`config.mk`:
```
export PLATFORM = sky130hd
export DESIGN_NAME = spi_slave_port
export DESIGN_NICKNAME = d
export VERILOG_FILES = /design/src/rtl/spi_slave_port.sv
export SDC_FILE = /design/constraint.sdc
export NUM_CORES = 1
export LEC_CHECK = 0
export ABC_AREA = 1
export CAP_MARGIN = 20
export CORE_MARGIN = 3
export CORE_UTILIZATION = 40
export CTS_BUF_LIST = sky130_fd_sc_hd__clkbuf_8 sky130_fd_sc_hd__clkbuf_16
export CTS_CLUSTER_SIZE = 20
export DETAILED_ROUTE_END_ITERATION = 8
export PLACE_DENSITY_LB_ADDON = 0.05
export SETUP_SLACK_MARGIN = 0.3
export SLEW_MARGIN = 20
export SYNTH_ARGS = -nofsm -noshare
export SYNTH_HDL_FRONTEND = slang
export SYNTH_SLANG_ARGS = --single-unit
```
`constraint.sdc`:
```
create_clock -name clk -period 1.5 [get_ports clk]
set_input_delay 0.15 -clock clk [delete_from_list [all_inputs] [get_ports clk]]
set_output_delay 0.15 -clock clk [all_outputs]
set_load 0.05 [all_outputs]
```
`src/rtl/spi_slave_port.sv`:
```
// SPI mode-0 responder. The external SCLK/CS_N/MOSI pins are oversampled on clk,
// words are shifted MSB-first in both directions, and whole words are exchanged
// with fabric through a single-entry tx buffer and an rx valid pulse.
module spi_slave_port #(
  parameter int unsigned WIDTH       = 8,
  parameter int unsigned SYNC_STAGES = 2
) (
  input  logic             clk,
  input  logic             reset,
  input  logic             spi_sclk,
  input  logic             spi_cs_n,
  input  logic             spi_mosi,
  output logic             spi_miso,
  output logic             spi_miso_oe,
  input  logic [WIDTH-1:0] tx_data,
  input  logic             tx_load,
  output logic             tx_ready,
  output logic [WIDTH-1:0] rx_data,
  output logic             rx_valid,
  output logic             frame_err
);

  localparam int unsigned CntW   = $clog2(WIDTH + 1);
  localparam int unsigned FlushW = $clog2(SYNC_STAGES + 2);

  typedef enum logic [1:0] {StWaitIdle, StIdle, StShift} state_e;

  logic [SYNC_STAGES-1:0] sclk_sync, cs_sync, mosi_sync;
  logic                   sclk_hist, cs_hist;
  logic                   sclk_s, cs_s, mosi_s;
  logic                   sclk_rise, sclk_fall, cs_rise, cs_fall;

  state_e             state;
  logic [FlushW-1:0]  flush_cnt;
  logic [CntW-1:0]    bit_cnt;
  logic [WIDTH-2:0]   tx_sh;   // bits still to be presented after the one on miso
  logic [WIDTH-2:0]   rx_sh;   // bits received so far in the current word
  logic [WIDTH-1:0]   tx_buf;

  logic [WIDTH-1:0]   rx_word;
  logic [WIDTH-1:0]   tx_next_word;
  logic [CntW-1:0]    cnt_rise;
  logic [CntW-1:0]    cnt_eff;
  logic               load_ok;
  logic               consume;

  // Synchronisers plus one history flop per pin; reset to the idle bus levels.
  always_ff @(posedge clk) begin
    if (reset) begin
      sclk_sync <= '0;
      cs_sync   <= '1;
      mosi_sync <= '0;
      sclk_hist <= 1'b0;
      cs_hist   <= 1'b1;
    end else begin
      sclk_sync <= {sclk_sync[SYNC_STAGES-2:0], spi_sclk};
      cs_sync   <= {cs_sync[SYNC_STAGES-2:0], spi_cs_n};
      mosi_sync <= {mosi_sync[SYNC_STAGES-2:0], spi_mosi};
      sclk_hist <= sclk_sync[SYNC_STAGES-1];
      cs_hist   <= cs_sync[SYNC_STAGES-1];
    end
  end

  // Edge strobes and next-value helpers for the protocol FSM.
  always_comb begin
    sclk_s       = sclk_sync[SYNC_STAGES-1];
    cs_s         = cs_sync[SYNC_STAGES-1];
    mosi_s       = mosi_sync[SYNC_STAGES-1];
    sclk_rise    = sclk_s & ~sclk_hist;
    sclk_fall    = ~sclk_s & sclk_hist;
    cs_rise      = cs_s & ~cs_hist;
    cs_fall      = ~cs_s & cs_hist;
    rx_word      = {rx_sh, mosi_s};
    // An empty buffer hands out zeros.
    tx_next_word = tx_ready ? '0 : tx_buf;
    cnt_rise     = (bit_cnt == CntW'(WIDTH)) ? CntW'(1) : bit_cnt + CntW'(1);
    // Count as it stands once a coincident sclk rise has been applied.
    cnt_eff      = sclk_rise ? cnt_rise : bit_cnt;
    load_ok      = tx_load & tx_ready;
    consume      = ((state == StIdle) && cs_fall) ||
                   ((state == StShift) && sclk_fall && (bit_cnt == CntW'(WIDTH)));
  end

  // Protocol FSM, tx buffer handshake and all registered outputs.
  always_ff @(posedge clk) begin
    if (reset) begin
      state       <= StWaitIdle;
      flush_cnt   <= '0;
      bit_cnt     <= '0;
      tx_sh       <= '0;
      rx_sh       <= '0;
      tx_buf      <= '0;
      tx_ready    <= 1'b1;
      rx_data     <= '0;
      rx_valid    <= 1'b0;
      frame_err   <= 1'b0;
      spi_miso    <= 1'b0;
      spi_miso_oe <= 1'b0;
    end else begin
      rx_valid  <= 1'b0;
      frame_err <= 1'b0;

      // A load in the consume cycle refills the buffer the consume just emptied.
      if (load_ok) begin
        tx_buf   <= tx_data;
        tx_ready <= 1'b0;
      end else if (consume) begin
        tx_ready <= 1'b1;
      end

      case (state)
        StWaitIdle: begin
          spi_miso_oe <= 1'b0;
          // Let the synchronisers flush the reset levels before trusting cs_n high.
          if (flush_cnt != FlushW'(SYNC_STAGES + 1)) begin
            flush_cnt <= flush_cnt + FlushW'(1);
          end else if (cs_s && cs_hist) begin
            state <= StIdle;
          end
        end

        StIdle: begin
          spi_miso_oe <= 1'b0;
          if (cs_fall) begin
            tx_sh       <= tx_next_word[WIDTH-2:0];
            spi_miso    <= tx_next_word[WIDTH-1];
            spi_miso_oe <= 1'b1;
            bit_cnt     <= '0;
            state       <= StShift;
          end
        end

        StShift: begin
          if (sclk_rise) begin
            rx_sh   <= rx_word[WIDTH-2:0];
            bit_cnt <= cnt_rise;
            if (cnt_rise == CntW'(WIDTH)) begin
              rx_data  <= rx_word;
              rx_valid <= 1'b1;
            end
          end
          if (sclk_fall) begin
            if (bit_cnt == CntW'(WIDTH)) begin
              tx_sh    <= tx_next_word[WIDTH-2:0];
              spi_miso <= tx_next_word[WIDTH-1];
              bit_cnt  <= '0;
            end else begin
              tx_sh    <= tx_sh << 1;
              spi_miso <= tx_sh[WIDTH-2];
            end
          end
          if (cs_rise) begin
            if ((cnt_eff != '0) && (cnt_eff != CntW'(WIDTH))) begin
              frame_err <= 1'b1;
            end
            spi_miso_oe <= 1'b0;
            spi_miso    <= 1'b0;
            bit_cnt     <= '0;
            state       <= StIdle;
          end
        end

        default: state <= StWaitIdle;
      endcase
    end
  end

endmodule

```
==> impl_metrics.csv <==
group,metric,value,unit
clock_tree,cts_tree,"done",
worst_setup_path,max_stage_delay,370,ps
pwr,peakVddDrop,0.0005544,V
synth,syn_area,2212,µm²
placed_design,dpl.hpwl,3145,µm
timing,fmax,758.6,MHz
pwr,p_int,1.929,mW
routing,wl_per_cell,10.97,µm
pwr,pwr-share-clk,26.8,%
timing,final.min_clock_period,1318,ps
routing,ant_nets,0,
clock_tree,postCtsHoldBufs,0,
timing,slew_violations,0,
pwr,power.leakage,1.261,nW
run,cap_violations,0,
synth,synth_top_area_cell,"dfxtp_1",
pwr,sw_frac_of_total,28.25,%
die,core_area,5238,µm²
synth,synth-async-reset-ratio,0,%
timing,fin_skew,7.729,ps
timing,rsz0062_at_grt,"yes",
worst_setup_path,path_buf_inv,2,
placed_design,place_area,2545,µm²
worst_setup_path,cp_common_cell,"nor2_1",
routing,wl,4585,µm
synth,syn_area_per_cell,7.229,µm²
synth,synth_edf_count,0,
worst_setup_path,crit_chain,"inv_4, ha_4, nand3_4, buf_6, o21ai_4, nor2_1, nor2_1, nor2_1",
die,start_util,42.24,%
final_layout,final_layout_size_suffix_gt1_share,29.02,%
pwr,p_sw,759.7,µW
synth,yosysSeqAreaShare,46.15,%
global_route,grt_pass1_vias,1797,
placed_design,numPortBuffers,26,
worst_setup_path,critical_path_class,"reg -> reg",
global_route,track_usage,15.35,%
synth,ys_top_cells_by_count,"nor2_1, nand2_1, dfxtp_1",
synth,yosys-top-cells-area,"dfxtp_1, nor2_1, nand2_1, o21ai_0, inv_1",
routing,num_vias,1976,
timing,tightestPinTransition,272.9,ps
routing,drc,0,
worst_hold_path,hp-class,"in -> reg",
pwr,p_seq_share,56.1,%
global_route,grt_pass1_wl,7928,µm
die,rows,26,
synth,synth_fp_nets,323,
die,fp.dieArea,6459,µm²
pwr,powerDensity,922.3,nW/µm²
pwr,comb_power_share,17.1,%
global_route,grt_max_degree,32,
final_layout,final_area,2915,µm²
synth,ys.flop_type,"dfxtp_1",
global_route,grt_overflow,0,
final_layout,syn_to_final_growth,31.79,%
worst_setup_path,worstPathArrival,1510,ps
clock_tree,clk_pin_slew_worst_paths,90,ps
synth,synth.most_common_cell,"nor2_1",
clock_tree,clockRootBuffer,"clkbuf_8",
clock_tree,cts-htree-levels,2,
synth,syn_inst,306,
die,die_height,80.37,µm
clock_tree,cts_buffer_depth,2,
final_layout,final_nets,366,
worst_setup_path,crit_family,"flip-flops",
timing,fin_setup_tns,0,ps
global_route,antenna_found_initial,0,
routing,avgViaCountPerCell,4.727,
timing,hold_viol,0,
clock_tree,clock_latency,300,ps
timing,slew_headroom,81.81,%
outcome,outcome,"complete, no violations",
worst_setup_path,end_kind,"flop",
synth,yosys_warnings,0,
timing,fin_crit_sh,87.88,%
routing,dr.pass1.iters,4,
worst_setup_path,cp_slowest_cell,"dfxtp_4",
routing,dr.first_iter.drc_count,62,
synth,ys_ff_latch,51,
worst_setup_path,critPathLaunchType,"flop",
final_layout,finish.utilization,55.66,%
clock_tree,numCtsBuffers,5,
die,ioPinCount,27,
placed_design,gp_congestion,0.7840,
worst_setup_path,worstPathMaxFanout,8,
clock_tree,cts_sinks,51,
synth,synth_top_area_share,46.15,%
synth,ys_types,26,
worst_setup_path,required,1690,ps
final_layout,antenna_cells,0,
timing,setup_viol,0,
die,die_w,80.37,µm
## placed cells by master, fill, tap and decap left out, drive strengths merged
cell | netlist | layout
nand2 | 59 | 60
dfxtp | 51 | 51
a21oi | 25 | 25
nand3 | 21 | 21
clkbuf | 4 | 5
and3 | 1 | 1
or2 | 2 | 2
buf | 4 | 29
clkinv | 1 | 1
ha | 3 | 3
o21ai | 31 | 31
nand4 | 3 | 3
inv | 37 | 38
o211ai | 1 | 1
nor3 | 1 | 1
clkdlybuf4s50 | 0 | 13
nor2 | 62 | 63
## power groups by stage
stage / logic (mW) / registers [mW] / clock network (mW)
final: 0.459 / 1.51 / 0.721
after global routing: 0.535 / 1.53 / 0.809
after CTS: 0.411 / 1.50 / 0.757
after detailed placement: 0.393 / 1.53 / 0
after global placement: 0.390 / 1.53 / 0
after floorplan: 0.270 / 1.54 / 0
## stage by stage
stage                     cells  power, mW  worst slack [ps]  hold slack, ps
after floorplan             306      1.808             272.1           219.1
after global placement      400      1.916             146.4           398.1
after detailed placement    400      1.921             94.40           398.5
after CTS                   410      2.664             202.1           348.8
after global routing        418      2.870             92.25           365.1
final                       418      2.689             181.9           357.5
## routing by layer
layer	routed length [µm]	global-route usage, %	up-vias
met2	2191	25.75	35
met4	56	4.561	0
met1	2148	19.61	879
li1	-	-	1057
met3	189	3.363	5
met5	0	0	-
## registers in the layout (all words and copies together) (netlist names)
signal,cells
frame_err,1
flush_cnt,2
sclk_sync,2
tx_buf,8
cs_sync,2
rx_data,8
bit_cnt,4
spi_miso,1
rx_valid,1
tx_sh,7
state,2
sclk_hist,1
rx_sh,7
cs_hist,1
mosi_sync,2
spi_miso_oe,1
tx_ready,1
## final cells by class
| type | count | area (µm²) |
|---|---|---|
| inverters | 38 | 155.1 |
| flip-flops and latches | 51 | 1040 |
| fillers | 514 | 2322 |
| clock inverters | 1 | 3.754 |
| well taps | 70 | 87.58 |
| multi-input cells | 211 | 1201 |
| repair buffers | 42 | 359.1 |
| clock buffers | 5 | 68.82 |
## what timing repair did
| item | 4_1_cts | 5_1_grt |
|---|---|---|
| resized for setup | 27 | 42 |
| endpoints found under the hold margin | 0 | 0 |
| endpoints found under the setup margin | 30 | 34 |
| cloned | 1 | 2 |
| buffers inserted | 3 | 6 |
| pin swaps | 8 | 10 |
## cells by family after synthesis
group                    synth area share, %
AO/OA/AOI/OAI                          13.18
flip-flops                             46.15
AND/OR/NAND/NOR                        30.26
buffers and inverters                  8.710
adder cells (fa/ha/maj)                1.697
## path summary, 6_finish.rpt
| kind | start | to | slack [ps] | cells after the start |
|---|---|---|---|---|
| max | bit_cnt[0] | bit_cnt[1] | 180 | 8 |
| min | spi_sclk | sclk_sync[0] | 360 | 3 |
| max reg2reg | bit_cnt[0] | bit_cnt[1] | 180 | 8 |
| min reg2reg | sclk_sync[0] | sclk_sync[1] | 400 | 2 |
## worst min-delay path, cell delays in order
cell,delay (ps)
clkdlybuf4s50_1,390
inv_1,50
nor2_1,30
(Power assumes the default switching activity.)
